[src/rtl/mux3_to_1_d.sv]
// mux3_to_1_d: 3-to-1 n-bit datapath mux with a registered copy and select-error flag
//
// Ports:
//   clk        rising-edge clock for out_q / sel_err_q
//   rst        asynchronous active-high reset of out_q / sel_err_q
//   S          select: 00->x, 01->y, 10->z, 11->illegal
//   x, y, z    n-bit data inputs
//   en         load enable for the registered outputs
//   out        combinational mux result (zero on illegal select)
//   sel_err    combinational illegal-select flag
//   out_q      registered out
//   sel_err_q  registered sel_err
module mux3_to_1_d #(
   parameter int n = 32
) (
   input  logic         clk,
   input  logic         rst,
   input  logic [1:0]   S,
   input  logic [n-1:0] x,
   input  logic [n-1:0] y,
   input  logic [n-1:0] z,
   input  logic         en,
   output logic [n-1:0] out,
   output logic         sel_err,
   output logic [n-1:0] out_q,
   output logic         sel_err_q
);

   // A case is used rather than nested ternaries so an unknown select yields all-X
   // in simulation instead of a merge of the candidate inputs.
   always_comb begin
      case (S)
         2'b00:   begin out = x;   sel_err = 1'b0; end
         2'b01:   begin out = y;   sel_err = 1'b0; end
         2'b10:   begin out = z;   sel_err = 1'b0; end
         2'b11:   begin out = '0;  sel_err = 1'b1; end
         default: begin out = 'x;  sel_err = 1'bx; end
      endcase
   end

   always_ff @(posedge clk or posedge rst) begin
      if (rst) begin
         out_q     <= '0;
         sel_err_q <= 1'b0;
      end else if (en) begin
         out_q     <= out;
         sel_err_q <= sel_err;
      end
   end

endmodule

[config.mk]
export PLATFORM = sky130hd
export DESIGN_NAME = mux3_to_1_d
export DESIGN_NICKNAME = d
export VERILOG_FILES = /design/src/rtl/mux3_to_1_d.sv
export SDC_FILE = /design/constraint.sdc
export NUM_CORES = 1
export LEC_CHECK = 0
export BUFFER_PORTS_ARGS = -buffer_cell sky130_fd_sc_hd__buf_2
export CAP_MARGIN = 20
export CORE_MARGIN = 8
export CORE_UTILIZATION = 28
export DETAILED_ROUTE_END_ITERATION = 8
export PLACE_DENSITY = 0.66
export SYNTH_ARGS = -nofsm -noshare
export SYNTH_HDL_FRONTEND = slang
export SYNTH_SLANG_ARGS = --single-unit
[constraint.sdc]
create_clock -name clk -period 1.1 [get_ports clk]
set_clock_uncertainty 0.05 [all_clocks]
set_input_delay 0.11 -clock clk [delete_from_list [all_inputs] [get_ports clk]]
set_output_delay 0.11 -clock clk [all_outputs]
set_load 0.005 [all_outputs]
After elaboration in Yosys (flattened, before gate mapping)
Index checks and enable logic that the tools add are counted.

cells by class
  equality and inequality tests = 3
  multiplexer cells = 2
  reduce and logical (&&, ||, !) cells = 2

operator list
  kind                                                  count
  one-hot mux 32 bit (4 select lines)                   1
  equality test 2 bit (second input constant)           2
  OR reduction 3 bit                                    1
  equality test 2 x 1 -> 1 bit (second input constant)  1
  zero test 2 bit                                       1
  one-hot mux 1 bit (2 select lines)                    1

storage, ports and cells
  bits in registers = 33
  input bits = 101
  word-level logic and storage cells = 9

Depth between registers and ports, before layout
Gate-level depths: netlist of the first run.

  word-level depth = 3
  mapped depth = 4
  gate-level depth less buffers = 2

Worst setup path after synthesis of the first run
Ideal clock, no wire load.

  path type = input -> register
  start point = input S[1]
  end point = register out_q[19]
  library setup time = 0.138 ns
  arrival time = 0.691 ns
  setup slack = 0.220 ns
  stages = 4
  path buffers = 2
  cells stage by stage = buf_6 -> buf_6 -> mux2i_1 -> o211ai_1

between the ends
  cells in the longest elaborated chain, start to end = 2
  elaborated cells on any way between the ends = 5
  classes of those cells = eq/ne: 3; mux: 1; reduce/logical: 1

ends and longest elaborated chain
  item                                               RTL line  source
  from (decl)                                        18        input logic [1:0] S,
  equality test 2 bit, or another cell as far along  32        case (S)
  one-hot mux 32 bit (4 select lines) (*)            32
  to (signal assigned)                               46        out_q <= out;
  to (decl)                                          25        output logic [n-1:0] out_q,

Mark *: on every way between the ends. The rest lies on a longest branch, timed or not.
A chain may end at the register's enable or synchronous reset.

Final worst setup path of the first run
  start point = input S[1]
  end point = output out[28]

between the ends
  cells in the longest elaborated chain, start to end = 2
  elaborated cells on any way between the ends = 5
  classes of those cells = eq/ne: 3; mux: 1; reduce/logical: 1

ends and longest elaborated chain
  item                                               RTL line  source
  equality test 2 bit, or another cell as far along  32
  one-hot mux 32 bit (4 select lines) (*)            32
  to (decl)                                          23        output logic [n-1:0] out,

Marks and branches as above.

==> results of run 1 <==
area by class of cell:
| cell class | instances | share of cell area (%) |
|---|---|---|
| flip-flops and latches | 33 | 22.0 |
| well taps | 105 | 3.49 |
| clock inverters | 1 | 0.133 |
| repair buffers | 192 | 32.6 |
| clock buffers | 7 | 2.56 |
| multi-input cells | 164 | 39.2 |
| inverters | 1 | 0.0998 |
routing by layer:
| layer | global-route usage [%] | part of all wire, % | up-vias |
|---|---|---|---|
| met3 | 4.80 | 8.1 | 7 |
| met4 | 3.22 | 0.73 | 0 |
| met1 | 16.9 | 43 | 1240 |
| li1 | - | - | 1227 |
| met2 | 24.8 | 49 | 107 |
| met5 | 0 | 0 | - |
through the flow:
| step | worst slack [ns] | instance area, um2 |
|---|---|---|
| CTS | 0.00307 | 3580 |
| global route | -0.00128 | 3760 |
| floorplan | 0.220 | 2330 |
| detailed placement | -0.151 | 3350 |
| global placement | -0.124 | 3350 |
| finish | 0.0376 | 3760 |
logic make-up after synthesis:
| group | count (synthesis) |
|---|---|
| buf+inv | 29 |
| simple gates | 67 |
| compound gates | 64 |
| flops | 33 |
| mux | 33 |
registers in the layout, indices dropped and copies added (netlist names):
| signal | cells |
|---|---|
| sel_err_q | 1 |
| out_q | 32 |
placed cells by master (no fill, tap or decap):
| cell | count |
|---|---|
| and2_1 | 1 |
| buf_12 | 7 |
| buf_16 | 1 |
| buf_2 | 164 |
| buf_4 | 13 |
| buf_6 | 2 |
| bufbuf_16 | 1 |
| clkbuf_16 | 3 |
| clkbuf_8 | 7 |
| clkinv_2 | 1 |
| dfrtp_1 | 33 |
| dlygate4sd3_1 | 1 |
| inv_1 | 1 |
| mux2_2 | 1 |
| mux2i_1 | 11 |
| mux2i_2 | 17 |
| mux2i_4 | 4 |
| nand2b_1 | 33 |
| nand4b_1 | 32 |
| nor2b_4 | 1 |
| o211ai_1 | 32 |
| o2bb2ai_1 | 32 |
timing repair:
item	CTS	global route
hold buffers	1	0
setup endpoints to repair	30	30
gates cloned	2	3
buffers inserted	3	0
gates resized for setup	11	23
endpoints found under the hold margin	33	0
power groups by stage:
| stage | sequential (mW) | clock (mW) | combinational [mW] |
|---|---|---|---|
| 2_1_floorplan | 1.45 | 0 | 0.501 |
| 3_3_place_gp | 1.43 | 0 | 1.11 |
| 3_5_place_dp | 1.44 | 0 | 1.12 |
| 4_1_cts | 1.42 | 1.06 | 1.19 |
| 5_1_grt | 1.43 | 1.10 | 1.39 |
| 6_report | 1.42 | 1.01 | 1.27 |
worst min-delay path by stage:
stage | end | slack [ns]
after floorplan | out_q[0] | 0.19
after global placement | out_q[24] | 0.11
after detailed placement | out_q[21] | 0.11
after CTS | out_q[9] | 0.06
after global routing | out_q[2] | 0.08
final | out_q[9] | 0.07
==> results.py, run 1 <==
metrics = {
    "final_layout": {
        "ff_latch_area_um2": 826,
        "multi_input_area_um2": 1470,
        "layoutNonFillerInstCount": 503,
        "antenna_cells": 0,
        "fillers": 793,
        "layout-drive-gt1-share_pct": 55.8,
        "final_core_util_pct": 46.2,
        "layout.nets": 498,
        "syn_to_final_growth_pct": 61.4,
    },
    "worst_hold_path": {
        "hold_depth": 3,
        "min_from": "y[9]",
        "min_path_type": "in2reg",
    },
    "job": {
        "drv_cap": 0,
    },
    "sta": {
        "slew_viol_final": 0,
        "holdWs_ns": 0.0664,
        "fmax_mhz": 941,
        "totalNegativeSetupSlack_ns": 0,
        "fin_crit_sh_pct": 96.6,
        "hold_violations": 0,
        "fin_crit_ns": 1.06,
        "worst_pin_slew_ns": 0.310,
        "setup_viol_count_final": 0,
        "relSlewSlack_pct": 79.3,
    },
    "die": {
        "die_h_um": 107,
        "dieArea_um2": 11500,
        "row_count": 33,
        "fp.dieW_um": 107,
        "ioPinCount": 167,
        "start_util_pct": 28.7,
        "core_area_um2": 8130,
    },
    "detailed_routing": {
        "viasPerCell": 5.13,
        "remaining_drc_errors": 0,
        "drtIter0Drc": 61,
        "first_pass_iters": 5,
        "ant_nets": 0,
        "wirelength_mm": 9.13,
        "vias": 2581,
        "wl_per_cell_um": 18.1,
    },
    "place": {
        "dp_cells": 486,
        "dp_hpwl_mm": 6.37,
        "place_congestion": 0.741,
        "io_buffers": 166,
    },
    "yosys": {
        "seq_area_frac_synth_pct": 35.4,
        "synth_ff_type": "dfrtp_1",
        "synth_cell_types": 15,
        "synth_compound_area_share_pct": 22.3,
        "yosys.area.top_type": "dfrtp_1",
        "synth_edf_count": 0,
        "netlist_instances": 226,
        "avgSynthCellArea_um2": 10.3,
        "yosys_warnings": 0,
        "yosysTopAreaCellShare_pct": 35.4,
        "syn_area_um2": 2330,
        "syn-num-nets": 327,
        "synthTopCellsByArea": "dfrtp_1, mux2i_1, nand4b_1",
        "synth-simple-area-share_pct": 21.4,
        "async_flop_share_pct": 100,
        "synth_top_family_by_area": "compound AO/OA/AOI/OAI gates",
        "yosys.area_share.xor_xnor_pct": 0,
        "synth-seq-cells": 33,
        "synthMuxAreaShare_pct": 14.2,
        "yosys-top-cells-count": "dfrtp_1, nand2b_1",
        "synth-adder-area-share_pct": 0,
    },
    "clock_network": {
        "numCtsBuffers": 5,
        "clk_path_buf_depth": 2,
        "cts-root-buf": "clkbuf_8",
        "htree_levels": 2,
        "cts_sinks": 33,
        "clk_latency_ns": 0.28,
        "cts_tree": "done",
        "clk_pin_slew_ns": 0.07,
    },
    "setup_path": {
        "crit_path_max_incr_delay_ns": 0.24,
        "path_max_fanout": 9,
        "crit_type": "in2out",
        "timing.critical_path.cells": "buf_12 -> clkbuf_16 -> mux2i_2 -> o2bb2ai_1 -> buf_2",
        "cp.required_ns": 0.94,
        "reg2regPathDepth": 1,
        "critPathCaptureType": "primary output",
        "reg2reg_from": "sel_err_q",
        "cp.arrival_ns": 0.90,
        "endpoint": "out[28]",
        "cp_top_family": "buffers and inverters",
        "cp.depth": 5,
        "crit_start": "S[1]",
        "r2r_slack_ns": 0.31,
        "cpMaxStageDelayCell": "mux2i_2",
        "path_buf_inv": 3,
        "r2r-end": "sel_err_q",
        "worstSetupStartpointType": "primary input",
    },
    "power_and_ir_drop": {
        "vdd_drop_max_uv": 477,
        "p_total_mw": 3.70,
        "p_sw_mw": 1.10,
        "clock_power_share_pct": 27.3,
        "combinationalPowerShare_pct": 34.4,
        "p_leak_nw": 1.75,
        "p_int_mw": 2.60,
        "power_density_nw_per_um2": 983,
        "swShare_pct": 29.7,
        "p_seq_share_pct": 38.3,
    },
    "grt": {
        "grt_pass1_vias": 2790,
        "track_usage_pct": 14.4,
        "grt_max_degree": 36,
        "gr-total-overflow": 0,
        "grt_antenna_before_repair": 0,
        "grt_pass1_wl_mm": 13.7,
    },
    "status": {
        "status": "complete, no violations",
    },
}
Power figures use the tool's default switching activity.
==> inputs of run 2 (changes only) <==
Settings changed: PLACE_DENSITY 0.66 to 0.6.
==> run 2 against run 1 <==
Die area is the same. Core utilization up 0.74 points. Register-to-register slack is essentially flat. Non-clock buffer count is 6 higher. Highest routed layer unchanged. Sequential share of layout area is 0.35 points lower. Largest power group unchanged. Cell area increased by 1.6%. Combinational power up 3%. Largest cell class unchanged. Sequential cell count is the same. Sequential power hardly changed. Critical path depth unchanged.
==> results.py, run 2 (same netlist as run 1, synthesis figures left out) <==
metrics = {
    "clock_network": {
        "clk_latency_ns": 0.27,
        "numCtsBuffers": 5,
        "cts-root-buf": "clkbuf_8",
        "cts_tree": "done",
        "clk_pin_slew_ns": 0.07,
        "cts_sinks": 33,
        "clk_path_buf_depth": 2,
        "htree_levels": 2,
    },
    "detailed_routing": {
        "ant_nets": 0,
        "wl_per_cell_um": 18.1,
        "drtIter0Drc": 81,
        "viasPerCell": 5.13,
        "wirelength_mm": 9.20,
        "first_pass_iters": 4,
        "vias": 2607,
        "remaining_drc_errors": 0,
    },
    "worst_hold_path": {
        "min_path_type": "in2reg",
        "min_to": "out_q[9]",
        "min_from": "y[9]",
        "hold_depth": 3,
    },
    "grt": {
        "grt_pass1_vias": 2804,
        "grt_pass1_wl_mm": 13.9,
        "gr-total-overflow": 0,
        "grt_max_degree": 39,
        "grt_antenna_before_repair": 0,
        "track_usage_pct": 14.8,
    },
    "setup_path": {
        "cp.arrival_ns": 0.90,
        "cp_common_cell": "buf_12",
        "cp.required_ns": 0.94,
        "r2r-end": "sel_err_q",
        "reg2reg_from": "sel_err_q",
        "path_max_fanout": 8,
        "timing.critical_path.cells": "buf_12 -> buf_12 -> mux2i_2 -> o2bb2ai_1 -> buf_2",
        "critPathCaptureType": "primary output",
        "crit_type": "in2out",
        "worstSetupStartpointType": "primary input",
        "r2r_slack_ns": 0.30,
        "crit_path_max_incr_delay_ns": 0.25,
        "crit_start": "S[1]",
        "cp_top_family": "buffers and inverters",
        "cpMaxStageDelayCell": "mux2i_2",
        "path_buf_inv": 3,
        "reg2regPathDepth": 1,
    },
    "job": {
        "drv_cap": 0,
    },
    "final_layout": {
        "reg_top3": "out_q: 32 flops, sel_err_q: 1 flops",
        "most-common-layout-cells": "buf_2, nand2b_1, dfrtp_1, nand4b_1, o211ai_1",
        "syn_to_final_growth_pct": 63.9,
        "layout_commonest_cell": "buf_2",
        "layout-drive-gt1-share_pct": 57.1,
        "layoutNonFillerInstCount": 508,
        "final_core_util_pct": 47.0,
        "top_register": "out_q",
        "layout.nets": 504,
        "antenna_cells": 0,
        "largest_reg_flops": 32,
    },
    "die": {
        "fp.dieW_um": 107,
        "dieArea_um2": 11500,
        "row_count": 33,
        "start_util_pct": 28.7,
        "die_h_um": 107,
        "ioPinCount": 167,
        "core_area_um2": 8130,
    },
    "sta": {
        "worst_slack_ns": 0.0400,
        "fmax_mhz": 943,
        "worst_pin_slew_ns": 0.204,
        "fin_crit_sh_pct": 96.4,
        "fin_crit_ns": 1.06,
        "setup_viol_count_final": 0,
        "hold_violations": 0,
        "relSlewSlack_pct": 86.0,
        "rsz0062_at_grt": "true",
        "slew_viol_final": 0,
    },
    "place": {
        "place_congestion": 0.745,
        "dp_cells": 495,
        "io_buffers": 166,
        "dp_slack_ns": -0.0767,
        "dp_hpwl_mm": 6.47,
    },
    "power_and_ir_drop": {
        "p_total_mw": 3.64,
        "p_leak_nw": 1.76,
        "power_density_nw_per_um2": 951,
        "vdd_drop_max_uv": 482,
    },
    "status": {
        "status": "complete, no violations",
    },
}
run 2: cell type report:
class                      count  area [um2]
clock buffer                   7        86.3
timing repair buffer         198        1240
fill                         801        4310
tap                          105         131
multi-input combinational    164        1530
sequential                    33         826
inverter                       1        3.75
run 2: routing by layer:
| metal | share of wire (%) | vias up | global-route usage [%] |
|---|---|---|---|
| met5 | 0 | - | 0 |
| met3 | 8.3 | 4 | 5.28 |
| met1 | 42 | 1249 | 17.8 |
| met4 | 0.61 | 0 | 3.42 |
| met2 | 49 | 113 | 24.6 |
| li1 | - | 1241 | - |
run 2: how the worst max path moves through the flow:
stage | end | slack [ns] | cells past startpoint
2_1_floorplan | out_q[0] | 0.22 | 1
3_3_place_gp | out[27] | -0.06 | 5
3_5_place_dp | out[6] | -0.08 | 5
4_1_cts | out[20] | 0.005 | 5
5_1_grt | out[0] | -0.02 | 5
6_report | out[27] | 0.04 | 5
run 2: power breakdown:
part           internal [mW]  switching (mW)
logic                  0.708           0.606
registers               1.35          0.0696
clock network          0.496           0.407
run 2: stage by stage:
step / cell area, um2 / TNS [ns] / hold slack [ns]
6_report: 3820 / 0 / 0.0738
5_1_grt: 3820 / -0.115 / 0.0722
4_1_cts: 3640 / 0 / 0.0616
3_5_place_dp: 3390 / -1.22 / 0.110
3_3_place_gp: 3390 / -0.767 / 0.109
2_1_floorplan: 2330 / 0 / 0.189
run 2: timing repair:
action / CTS / global route
setup buffers: 0 / 0
hold buffers: 1 / 0
resized for setup: 17 / 31
endpoints found under the hold margin: 33 / 0
gates cloned: 3 / 2
setup endpoints to repair: 29 / 32
